==> config.mk <==
export PLATFORM = sky130hd
export DESIGN_NAME = sa3d_layer_sequencer_flat
export DESIGN_NICKNAME = d
export VERILOG_FILES = /design/src/rtl/sa3d_ctrl_pkg.sv /design/src/rtl/sa3d_layer_sequencer_if.sv /design/src/rtl/sa3d_desc_ram.sv /design/src/rtl/sa3d_layer_sequencer.sv /design/src/flat_wrapper.sv
export SDC_FILE = /design/constraint.sdc
export NUM_CORES = 2
export LEC_CHECK = 0
export CAP_MARGIN = 20
export CORE_ASPECT_RATIO = 0.6
export CORE_MARGIN = 4
export CORE_UTILIZATION = 36
export CTS_BUF_LIST = sky130_fd_sc_hd__clkbuf_4
export DETAILED_ROUTE_END_ITERATION = 10
export PLACE_DENSITY = 0.63
export SLEW_MARGIN = 15
export SYNTH_ARGS = -nofsm -noshare
export SYNTH_HDL_FRONTEND = slang
export SYNTH_SLANG_ARGS = --single-unit
==> constraint.sdc <==
create_clock -name clk -period 5.2 [get_ports clk]
set_input_delay 0.52 -clock clk [delete_from_list [all_inputs] [get_ports clk]]
set_output_delay 0.52 -clock clk [all_outputs]
set_load 0.02 [all_outputs]
==> src/rtl/sa3d_ctrl_pkg.sv <==
// Shared types and constants for the SA3D layer sequencer.
package sa3d_ctrl_pkg;

  localparam int unsigned CFG_FW     = 16;
  localparam int unsigned NUM_FIELDS = 9;
  localparam int unsigned FIDX_W     = 4;

  localparam logic [FIDX_W-1:0] F_STRIDE   = 4'd0;
  localparam logic [FIDX_W-1:0] F_KERNEL   = 4'd1;
  localparam logic [FIDX_W-1:0] F_IN_SIZE  = 4'd2;
  localparam logic [FIDX_W-1:0] F_IN_CH    = 4'd3;
  localparam logic [FIDX_W-1:0] F_OUT_CH   = 4'd4;
  localparam logic [FIDX_W-1:0] F_OUT_SIZE = 4'd5;
  localparam logic [FIDX_W-1:0] F_WMAT_ROW = 4'd6;
  localparam logic [FIDX_W-1:0] F_OMAT_COL = 4'd7;
  localparam logic [FIDX_W-1:0] F_OMAT_ROW = 4'd8;

  typedef enum logic [2:0] {
    S_IDLE, S_LOAD, S_SETTLE, S_START, S_RUN, S_NEXT, S_DONE, S_ERR
  } state_t;

  typedef struct packed {
    logic [CFG_FW-1:0] stride;
    logic [CFG_FW-1:0] kernel;
    logic [CFG_FW-1:0] in_size;
    logic [CFG_FW-1:0] in_ch;
    logic [CFG_FW-1:0] out_ch;
    logic [CFG_FW-1:0] out_size;
    logic [CFG_FW-1:0] wmat_row;
    logic [CFG_FW-1:0] omat_col;
    logic [CFG_FW-1:0] omat_row;
  } layer_cfg_t;

  // Return cfg with one field replaced; unknown field indices leave it unchanged.
  function automatic layer_cfg_t set_field(input layer_cfg_t cfg,
                                           input logic [FIDX_W-1:0] fidx,
                                           input logic [CFG_FW-1:0] val);
    layer_cfg_t r;
    r = cfg;
    case (fidx)
      F_STRIDE:   r.stride   = val;
      F_KERNEL:   r.kernel   = val;
      F_IN_SIZE:  r.in_size  = val;
      F_IN_CH:    r.in_ch    = val;
      F_OUT_CH:   r.out_ch   = val;
      F_OUT_SIZE: r.out_size = val;
      F_WMAT_ROW: r.wmat_row = val;
      F_OMAT_COL: r.omat_col = val;
      F_OMAT_ROW: r.omat_row = val;
      default:    r = cfg;
    endcase
    return r;
  endfunction

endpackage

==> src/rtl/sa3d_layer_sequencer_if.sv <==
// Host/SA3D-facing signal bundle of the layer sequencer.
// master = host + SA3D side, slave = sequencer.
interface sa3d_layer_sequencer_if #(
  parameter int unsigned MAX_LAYERS = 8,
  parameter int unsigned FW         = 16,
  parameter int unsigned TW         = 32
);
  localparam int unsigned LW = $clog2(MAX_LAYERS);

  logic          cfg_we;
  logic [LW+3:0] cfg_addr;
  logic [FW-1:0] cfg_wdata;
  logic [LW:0]   num_layers;
  logic [TW-1:0] timeout_limit;
  logic          run_start;
  logic          abort;

  logic          sa_start;
  logic [FW-1:0] sa_stride;
  logic [FW-1:0] sa_kernel;
  logic [FW-1:0] sa_in_size;
  logic [FW-1:0] sa_in_ch;
  logic [FW-1:0] sa_out_ch;
  logic [FW-1:0] sa_out_size;
  logic [FW-1:0] sa_wmat_row;
  logic [FW-1:0] sa_omat_col;
  logic [FW-1:0] sa_omat_row;

  logic          sa_out_valid;
  logic          sa_out_ready;
  logic          sa_out_last;

  logic          busy;
  logic          done;
  logic          err_timeout;
  logic [LW-1:0] layer_idx;
  logic [TW-1:0] beat_cnt;

  modport master (
    output cfg_we, cfg_addr, cfg_wdata, num_layers, timeout_limit, run_start, abort,
    output sa_out_valid, sa_out_ready, sa_out_last,
    input  sa_start, sa_stride, sa_kernel, sa_in_size, sa_in_ch, sa_out_ch,
    input  sa_out_size, sa_wmat_row, sa_omat_col, sa_omat_row,
    input  busy, done, err_timeout, layer_idx, beat_cnt
  );

  modport slave (
    input  cfg_we, cfg_addr, cfg_wdata, num_layers, timeout_limit, run_start, abort,
    input  sa_out_valid, sa_out_ready, sa_out_last,
    output sa_start, sa_stride, sa_kernel, sa_in_size, sa_in_ch, sa_out_ch,
    output sa_out_size, sa_wmat_row, sa_omat_col, sa_omat_row,
    output busy, done, err_timeout, layer_idx, beat_cnt
  );

endinterface

==> src/rtl/sa3d_desc_ram.sv <==
// Layer descriptor register file: field-granular synchronous write, combinational read.
module sa3d_desc_ram
  import sa3d_ctrl_pkg::*;
#(
  parameter int unsigned MAX_LAYERS = 8,
  parameter int unsigned LW         = $clog2(MAX_LAYERS)
) (
  input  logic              clk,
  input  logic              i_we,
  input  logic [LW-1:0]     i_waddr,
  input  logic [FIDX_W-1:0] i_field,
  input  logic [CFG_FW-1:0] i_wdata,
  input  logic [LW-1:0]     i_raddr,
  output layer_cfg_t        o_rdata_c
);

  layer_cfg_t r_mem [MAX_LAYERS];

  // Field write; indices past the last field are dropped.
  always_ff @(posedge clk) begin
    if (i_we && (i_field < FIDX_W'(NUM_FIELDS))) begin
      r_mem[i_waddr] <= set_field(r_mem[i_waddr], i_field, i_wdata);
    end
  end

  assign o_rdata_c = r_mem[i_raddr];

endmodule

==> src/rtl/sa3d_layer_sequencer.sv <==
// Walks the programmed layer list through SA3D: load config, pulse start,
// count output beats until last, then advance or finish.
module sa3d_layer_sequencer
  import sa3d_ctrl_pkg::*;
#(
  parameter int unsigned MAX_LAYERS = 8,
  parameter int unsigned FW         = CFG_FW,
  parameter int unsigned TW         = 32
) (
  input  logic                   clk,
  input  logic                   rst,
  sa3d_layer_sequencer_if.slave  bus
);

  localparam int unsigned LW = $clog2(MAX_LAYERS);
  localparam int unsigned NW = LW + 1;

  state_t       r_state, w_state_nxt;
  logic [LW-1:0] r_layer_idx, w_layer_nxt;
  logic [NW-1:0] r_num_layers, w_num_nxt;
  logic [TW-1:0] r_limit, w_limit_nxt;
  logic [TW-1:0] r_to_cnt, w_to_nxt, w_to_inc;
  logic [TW-1:0] r_beat_cnt, w_beat_nxt, w_beat_inc;
  logic          r_err, w_err_nxt;
  layer_cfg_t    r_cfg, w_cfg_nxt, w_rd_cfg;
  logic          r_sa_start, r_done, r_busy;

  logic          w_hs, w_we;
  logic [NW-1:0] w_num_clamped, w_idx_plus1;
  logic [FW-1:0] w_cfg_wdata;

  assign w_hs          = bus.sa_out_valid && bus.sa_out_ready;
  assign w_we          = bus.cfg_we && !r_busy;
  assign w_cfg_wdata   = bus.cfg_wdata;
  assign w_num_clamped = (bus.num_layers > NW'(MAX_LAYERS)) ? NW'(MAX_LAYERS) : bus.num_layers;
  assign w_idx_plus1   = NW'(r_layer_idx) + NW'(1);
  assign w_to_inc      = (r_to_cnt == '1)   ? r_to_cnt   : r_to_cnt + TW'(1);
  assign w_beat_inc    = (r_beat_cnt == '1) ? r_beat_cnt : r_beat_cnt + TW'(1);

  sa3d_desc_ram #(
    .MAX_LAYERS (MAX_LAYERS)
  ) u_desc_ram (
    .clk       (clk),
    .i_we      (w_we),
    .i_waddr   (bus.cfg_addr[LW+3:4]),
    .i_field   (bus.cfg_addr[3:0]),
    .i_wdata   (CFG_FW'(w_cfg_wdata)),
    .i_raddr   (r_layer_idx),
    .o_rdata_c (w_rd_cfg)
  );

  // State and datapath registers; sa_start/done/busy are registered from next state.
  always_ff @(posedge clk) begin
    if (rst) begin
      r_state      <= S_IDLE;
      r_layer_idx  <= '0;
      r_num_layers <= '0;
      r_limit      <= '0;
      r_to_cnt     <= '0;
      r_beat_cnt   <= '0;
      r_err        <= 1'b0;
      r_cfg        <= '0;
      r_sa_start   <= 1'b0;
      r_done       <= 1'b0;
      r_busy       <= 1'b0;
    end else begin
      r_state      <= w_state_nxt;
      r_layer_idx  <= w_layer_nxt;
      r_num_layers <= w_num_nxt;
      r_limit      <= w_limit_nxt;
      r_to_cnt     <= w_to_nxt;
      r_beat_cnt   <= w_beat_nxt;
      r_err        <= w_err_nxt;
      r_cfg        <= w_cfg_nxt;
      r_sa_start   <= (w_state_nxt == S_START);
      r_done       <= (w_state_nxt == S_DONE);
      r_busy       <= (w_state_nxt != S_IDLE);
    end
  end

  // Next-state and register updates; abort freezes everything and returns to IDLE.
  always_comb begin
    w_state_nxt = r_state;
    w_layer_nxt = r_layer_idx;
    w_num_nxt   = r_num_layers;
    w_limit_nxt = r_limit;
    w_to_nxt    = r_to_cnt;
    w_beat_nxt  = r_beat_cnt;
    w_err_nxt   = r_err;
    w_cfg_nxt   = r_cfg;

    if (bus.abort) begin
      w_state_nxt = S_IDLE;
    end else begin
      unique case (r_state)
        S_IDLE: begin
          if (bus.run_start) begin
            if (bus.num_layers == '0) begin
              w_state_nxt = S_DONE;
            end else begin
              w_num_nxt   = w_num_clamped;
              w_limit_nxt = bus.timeout_limit;
              w_layer_nxt = '0;
              w_err_nxt   = 1'b0;
              w_state_nxt = S_LOAD;
            end
          end
        end
        S_LOAD: begin
          w_cfg_nxt   = w_rd_cfg;
          w_beat_nxt  = '0;
          w_to_nxt    = '0;
          w_state_nxt = S_SETTLE;
        end
        S_SETTLE: w_state_nxt = S_START;
        S_START:  w_state_nxt = S_RUN;
        S_RUN: begin
          if (w_hs) begin
            w_beat_nxt = w_beat_inc;
            w_to_nxt   = '0;
            if (bus.sa_out_last) begin
              w_state_nxt = S_NEXT;
            end
          end else begin
            w_to_nxt = w_to_inc;
            if ((r_limit != '0) && (w_to_inc >= r_limit)) begin
              w_err_nxt   = 1'b1;
              w_state_nxt = S_ERR;
            end
          end
        end
        S_NEXT: begin
          if (w_idx_plus1 == r_num_layers) begin
            w_state_nxt = S_DONE;
          end else begin
            w_layer_nxt = r_layer_idx + LW'(1);
            w_state_nxt = S_LOAD;
          end
        end
        S_DONE:  w_state_nxt = S_IDLE;
        S_ERR:   w_state_nxt = S_ERR;
        default: w_state_nxt = S_IDLE;
      endcase
    end
  end

  assign bus.sa_start    = r_sa_start;
  assign bus.sa_stride   = FW'(r_cfg.stride);
  assign bus.sa_kernel   = FW'(r_cfg.kernel);
  assign bus.sa_in_size  = FW'(r_cfg.in_size);
  assign bus.sa_in_ch    = FW'(r_cfg.in_ch);
  assign bus.sa_out_ch   = FW'(r_cfg.out_ch);
  assign bus.sa_out_size = FW'(r_cfg.out_size);
  assign bus.sa_wmat_row = FW'(r_cfg.wmat_row);
  assign bus.sa_omat_col = FW'(r_cfg.omat_col);
  assign bus.sa_omat_row = FW'(r_cfg.omat_row);
  assign bus.busy        = r_busy;
  assign bus.done        = r_done;
  assign bus.err_timeout = r_err;
  assign bus.layer_idx   = r_layer_idx;
  assign bus.beat_cnt    = r_beat_cnt;

endmodule

==> src/flat_wrapper.sv <==
// flat-port wrapper written by rule: the top's interface ports become plain ports
module sa3d_layer_sequencer_flat import sa3d_ctrl_pkg::*;
#(
  parameter int unsigned MAX_LAYERS = 8,
  parameter int unsigned FW         = CFG_FW,
  parameter int unsigned TW         = 32
)
  (clk, rst, bus_cfg_we, bus_cfg_addr, bus_cfg_wdata, bus_num_layers, bus_timeout_limit, bus_run_start, bus_abort, bus_sa_out_valid, bus_sa_out_ready, bus_sa_out_last, bus_sa_start, bus_sa_stride, bus_sa_kernel, bus_sa_in_size, bus_sa_in_ch, bus_sa_out_ch, bus_sa_out_size, bus_sa_wmat_row, bus_sa_omat_col, bus_sa_omat_row, bus_busy, bus_done, bus_err_timeout, bus_layer_idx, bus_beat_cnt);
  sa3d_layer_sequencer_if #(.MAX_LAYERS(MAX_LAYERS), .FW(FW), .TW(TW)) bus_i ();
  input  logic clk;
  input  logic rst;
  input wire logic [$bits(bus_i.cfg_we)-1:0] bus_cfg_we;
  input wire logic [$bits(bus_i.cfg_addr)-1:0] bus_cfg_addr;
  input wire logic [$bits(bus_i.cfg_wdata)-1:0] bus_cfg_wdata;
  input wire logic [$bits(bus_i.num_layers)-1:0] bus_num_layers;
  input wire logic [$bits(bus_i.timeout_limit)-1:0] bus_timeout_limit;
  input wire logic [$bits(bus_i.run_start)-1:0] bus_run_start;
  input wire logic [$bits(bus_i.abort)-1:0] bus_abort;
  input wire logic [$bits(bus_i.sa_out_valid)-1:0] bus_sa_out_valid;
  input wire logic [$bits(bus_i.sa_out_ready)-1:0] bus_sa_out_ready;
  input wire logic [$bits(bus_i.sa_out_last)-1:0] bus_sa_out_last;
  output wire logic [$bits(bus_i.sa_start)-1:0] bus_sa_start;
  output wire logic [$bits(bus_i.sa_stride)-1:0] bus_sa_stride;
  output wire logic [$bits(bus_i.sa_kernel)-1:0] bus_sa_kernel;
  output wire logic [$bits(bus_i.sa_in_size)-1:0] bus_sa_in_size;
  output wire logic [$bits(bus_i.sa_in_ch)-1:0] bus_sa_in_ch;
  output wire logic [$bits(bus_i.sa_out_ch)-1:0] bus_sa_out_ch;
  output wire logic [$bits(bus_i.sa_out_size)-1:0] bus_sa_out_size;
  output wire logic [$bits(bus_i.sa_wmat_row)-1:0] bus_sa_wmat_row;
  output wire logic [$bits(bus_i.sa_omat_col)-1:0] bus_sa_omat_col;
  output wire logic [$bits(bus_i.sa_omat_row)-1:0] bus_sa_omat_row;
  output wire logic [$bits(bus_i.busy)-1:0] bus_busy;
  output wire logic [$bits(bus_i.done)-1:0] bus_done;
  output wire logic [$bits(bus_i.err_timeout)-1:0] bus_err_timeout;
  output wire logic [$bits(bus_i.layer_idx)-1:0] bus_layer_idx;
  output wire logic [$bits(bus_i.beat_cnt)-1:0] bus_beat_cnt;
  assign bus_i.cfg_we = bus_cfg_we;
  assign bus_i.cfg_addr = bus_cfg_addr;
  assign bus_i.cfg_wdata = bus_cfg_wdata;
  assign bus_i.num_layers = bus_num_layers;
  assign bus_i.timeout_limit = bus_timeout_limit;
  assign bus_i.run_start = bus_run_start;
  assign bus_i.abort = bus_abort;
  assign bus_i.sa_out_valid = bus_sa_out_valid;
  assign bus_i.sa_out_ready = bus_sa_out_ready;
  assign bus_i.sa_out_last = bus_sa_out_last;
  assign bus_sa_start = bus_i.sa_start;
  assign bus_sa_stride = bus_i.sa_stride;
  assign bus_sa_kernel = bus_i.sa_kernel;
  assign bus_sa_in_size = bus_i.sa_in_size;
  assign bus_sa_in_ch = bus_i.sa_in_ch;
  assign bus_sa_out_ch = bus_i.sa_out_ch;
  assign bus_sa_out_size = bus_i.sa_out_size;
  assign bus_sa_wmat_row = bus_i.sa_wmat_row;
  assign bus_sa_omat_col = bus_i.sa_omat_col;
  assign bus_sa_omat_row = bus_i.sa_omat_row;
  assign bus_busy = bus_i.busy;
  assign bus_done = bus_i.done;
  assign bus_err_timeout = bus_i.err_timeout;
  assign bus_layer_idx = bus_i.layer_idx;
  assign bus_beat_cnt = bus_i.beat_cnt;
  sa3d_layer_sequencer #(.MAX_LAYERS(MAX_LAYERS), .FW(FW), .TW(TW)) u_core (.clk(clk), .rst(rst), .bus(bus_i));
endmodule
==> impl_metrics.json <==
{
  "slew_headroom_pct": 30.4,
  "startpoint": "u_core.r_to_cnt[18]",
  "irDropWorstVdd_uv": 203,
  "synth-main-ff-cell": "edfxtp_1",
  "worstSetupPathType": "flip-flop to flip-flop",
  "ys_ff_latch": 1406,
  "ys_types": 65,
  "grt_use_total_pct": 16.7,
  "synth_edf_count": 1152,
  "critPathMaxFanout": 10,
  "seqCellArea_sq_mm": 0.0397,
  "wl_per_cell_um": 22.3,
  "ys_seq_area_share_pct": 73.2,
  "synth.area.top_cells": "edfxtp_1 64%, mux4_2 12%, dfxtp_1 9.4%",
  "drive_above_1_share_pct": 25.0,
  "period_share_pct": 79.8,
  "report.final.slew_viol_count": 0,
  "hold_viol": 0,
  "ios": 250,
  "reg2reg_depth": 13,
  "die_h_um": 309,
  "p_clk_share_pct": 40.9,
  "grt_pass1_vias": 30605,
  "drt_iter0_drc": 2930,
  "row_count": 109,
  "fp.coreArea_sq_mm": 0.148,
  "cts_root_buffer": "clkbuf_4",
  "p_per_area_mw_per_mm2": 345,
  "yosysWarnings": 0,
  "p_seq_share_pct": 55.2,
  "die_w_um": 509,
  "dpl.hpwl_um": 74600,
  "synthesis.nets": 3149,
  "grt.overflow.total": 0,
  "run_status": "complete, no violations",
  "tightest_slew_ns": 1.04,
  "grt_antenna_before_repair": 10,
  "crit_slowest_cell": "or4_1",
  "ff2ff_setup_slack_ns": 1.05,
  "htreeDepth": 5,
  "r2r_end": "u_core.bus.busy",
  "max_freq_mhz": 241,
  "place_congestion": 0.802,
  "syn-mean-instance-area_sq_um": 17.8,
  "start_util_pct": 36.5,
  "pre_cts_ws_ns": 1.09,
  "synth_top_area_share_pct": 63.8,
  "port_buffers": 249,
  "clkTransAtPathRegs_ns": 0.07,
  "ctsResizeCount": 0,
  "cts_sinks": 1406,
  "area_delta_synth_final_pct": 19.2,
  "hold_slack_ns": 0.214,
  "p_int_mw": 17.3,
  "min-delay-path-class": "primary input to flip-flop",
  "min_period_ns": 4.15,
  "cap_viol_max_count": 0,
  "multi_input_area_sq_mm": 0.0136,
  "fillCellCount": 13225,
  "crit_path_end_kind": "flip-flop",
  "num_vias": 30030,
  "rsz0062_at_grt": "false",
  "setup_ws_ns": 1.05,
  "first_pass_iters": 6,
  "dieArea_sq_mm": 0.157,
  "synth_area_sq_mm": 0.0542,
  "cp_slowest_stage_delay_ns": 0.53,
  "ant_nets": 0,
  "power.switching_mw": 5.04,
  "sw_frac_of_total_pct": 22.6,
  "combPwrFrac_pct": 3.9,
  "clk_path_buf_depth": 4,
  "cp.required_ns": 6.35,
  "clock_latency_ns": 1.26,
  "grt_pass1_wl_um": 197000,
  "final.setup.tns_ns": 0,
  "critPathCapture": "u_core.bus.busy",
  "cp.arrival_ns": 5.30,
  "power.leakage_nw": 20.2,
  "async_flop_share_pct": 0,
  "nNetsFinal": 3774,
  "crit_top_cell": "nand4_1",
  "viasPerCell": 5.06,
  "syn-instance-count": 3047,
  "synth_top_cell_by_area": "edfxtp_1",
  "finalSetupViolations": 0,
  "wirelength_um": 132000,
  "cp_cell_sequence": "and4_4 > and3_4 > and3_1 > nand2_1 > nand4_1 > xnor2_1 > ha_1 > nand4_1 > or4_1 > o211ai_1 > a31oi_1 > a21oi_1 > a211o_1",
  "timing.rr.start": "u_core.r_to_cnt[18]",
  "drcViolationCount": 0,
  "tritoncts": "built",
  "critPathLaunchType": "flip-flop",
  "grt_max_degree": 148,
  "fin_skew_ns": 0.0915,
  "numCtsBuffers": 347
}
[power groups by stage]
stage | Sequential (mW) | Clock, mW | Combinational [mW]
after floorplan | 12.6 | 0 | 0.292
after global placement | 12.6 | 0 | 0.814
after detailed placement | 12.6 | 0 | 0.829
after CTS | 12.3 | 9.46 | 0.881
after global routing | 12.3 | 10.1 | 0.948
final | 12.3 | 9.13 | 0.873
[registers in the layout (all words and copies together) (netlist names)]
name and flops:
u_core.bus.sa_omat_row 16, u_core.r_state 3, u_core.bus.sa_start 1, u_core.bus.sa_kernel 16, u_core.bus.sa_in_size 16, u_core.bus.sa_wmat_row 16
u_core.r_limit 32, u_core.bus.sa_omat_col 16, u_core.bus.beat_cnt 32, u_core.bus.layer_idx 3, u_core.bus.err_timeout 1, u_core.u_desc_ram.r_mem 1152
u_core.r_num_layers 4, u_core.bus.busy 1, u_core.bus.sa_out_ch 16, u_core.r_to_cnt 32, u_core.bus.sa_stride 16, u_core.bus.done 1
u_core.bus.sa_in_ch 16, u_core.bus.sa_out_size 16
[placed cells by master, fill, tap and decap left out, types with 86 or more instances in the layout]
cell             count
dlygate4sd3_1       86
mux2i_1            144
nor2_1             279
edfxtp_1          1152
nand2_1            134
buf_4              108
a211oi_1           148
mux4_2             288
dfxtp_1            251
clkdlybuf4s50_1    232
clkbuf_4           511
[routing by layer]
metal	track usage (%)	wire length, um
met3	4.47	9800
met1	24.8	62400
met5	0	13
met2	24.0	57600
met4	5.03	2280
[kinds of logic after synthesis]
logic type | after synthesis | share of synthesized area [%]
xor gates and xnor gates | 65 | 1.05
DFF | 1406 | 73.2
muxes | 433 | 14.6
and+or+nand+nor | 571 | 4.70
adders and majority gates | 35 | 0.808
buffers and inverters | 225 | 1.72
AOI/OAI and AO/OA | 312 | 3.91
[per-stage QoR]
step	instances	power, mW	instance area (sq um)	utilization [%]
6_report	5937	22.3	64600	43.6
5_1_grt	5931	23.4	64600	43.6
4_1_cts	5928	22.6	64600	43.5
3_5_place_dp	5235	13.4	59400	40.0
3_3_place_gp	5234	13.4	59400	40.0
2_1_floorplan	3047	12.9	54200	-
[layout make-up]
type	count	area share, %
clock buffer	511	5.94
antenna	9	0.0348
clock inverter	96	0.769
timing repair buffer	453	6.62
multi-input combinational	1416	21.1
sequential	1406	61.4
tap	1998	3.87
inverter	48	0.279
[Yosys cell counts, drive strengths merged, types with 15 or more instances]
| master | instances |
|---|---|
| clkbuf | 112 |
| nand2 | 134 |
| nor4 | 18 |
| buf | 65 |
| xor2 | 16 |
| edfxtp | 1152 |
| a31oi | 26 |
| inv | 48 |
| xnor2 | 49 |
| ha | 35 |
| o21ai | 26 |
| mux2i | 144 |
| nand4 | 25 |
| nand3 | 31 |
| and3 | 15 |
| dfxtp | 254 |
| a21oi | 72 |
| a211oi | 150 |
| nor2 | 280 |
| mux4 | 288 |
| nor3 | 17 |
[how the worst min path moves through the flow]
| stage | start | end | slack [ns] | depth (start not counted) |
|---|---|---|---|---|
| after floorplan | u_core.r_num_layers[0] | u_core.r_num_layers[0] | 0.44 | 2 |
| after global placement | u_core.r_num_layers[2] | u_core.r_num_layers[2] | 0.46 | 2 |
| after detailed placement | u_core.r_num_layers[0] | u_core.r_num_layers[0] | 0.46 | 2 |
| after CTS | bus_run_start | u_core.bus.layer_idx[0] | 0.03 | 3 |
| after global routing | bus_run_start | u_core.bus.layer_idx[0] | 0.15 | 3 |
| final | bus_sa_out_ready | u_core.r_state[0] | 0.21 | 4 |
[what timing repair did]
action                                   CTS  global route
endpoints found under the setup margin     0             0
hold endpoints to repair                1061             0
hold buffers                              86             0
buffers inserted                           0             0
[critical path: cells and delay by family, from the launching register on]
kind                       cells  cell delay, ns
AOI/OAI and AO/OA              4            1.01
and+or+nand+nor                7            2.20
DFF                            1            0.50
adders and majority gates      1            0.32
xor gates and xnor gates       1            0.09
(Power assumes the default switching activity.)
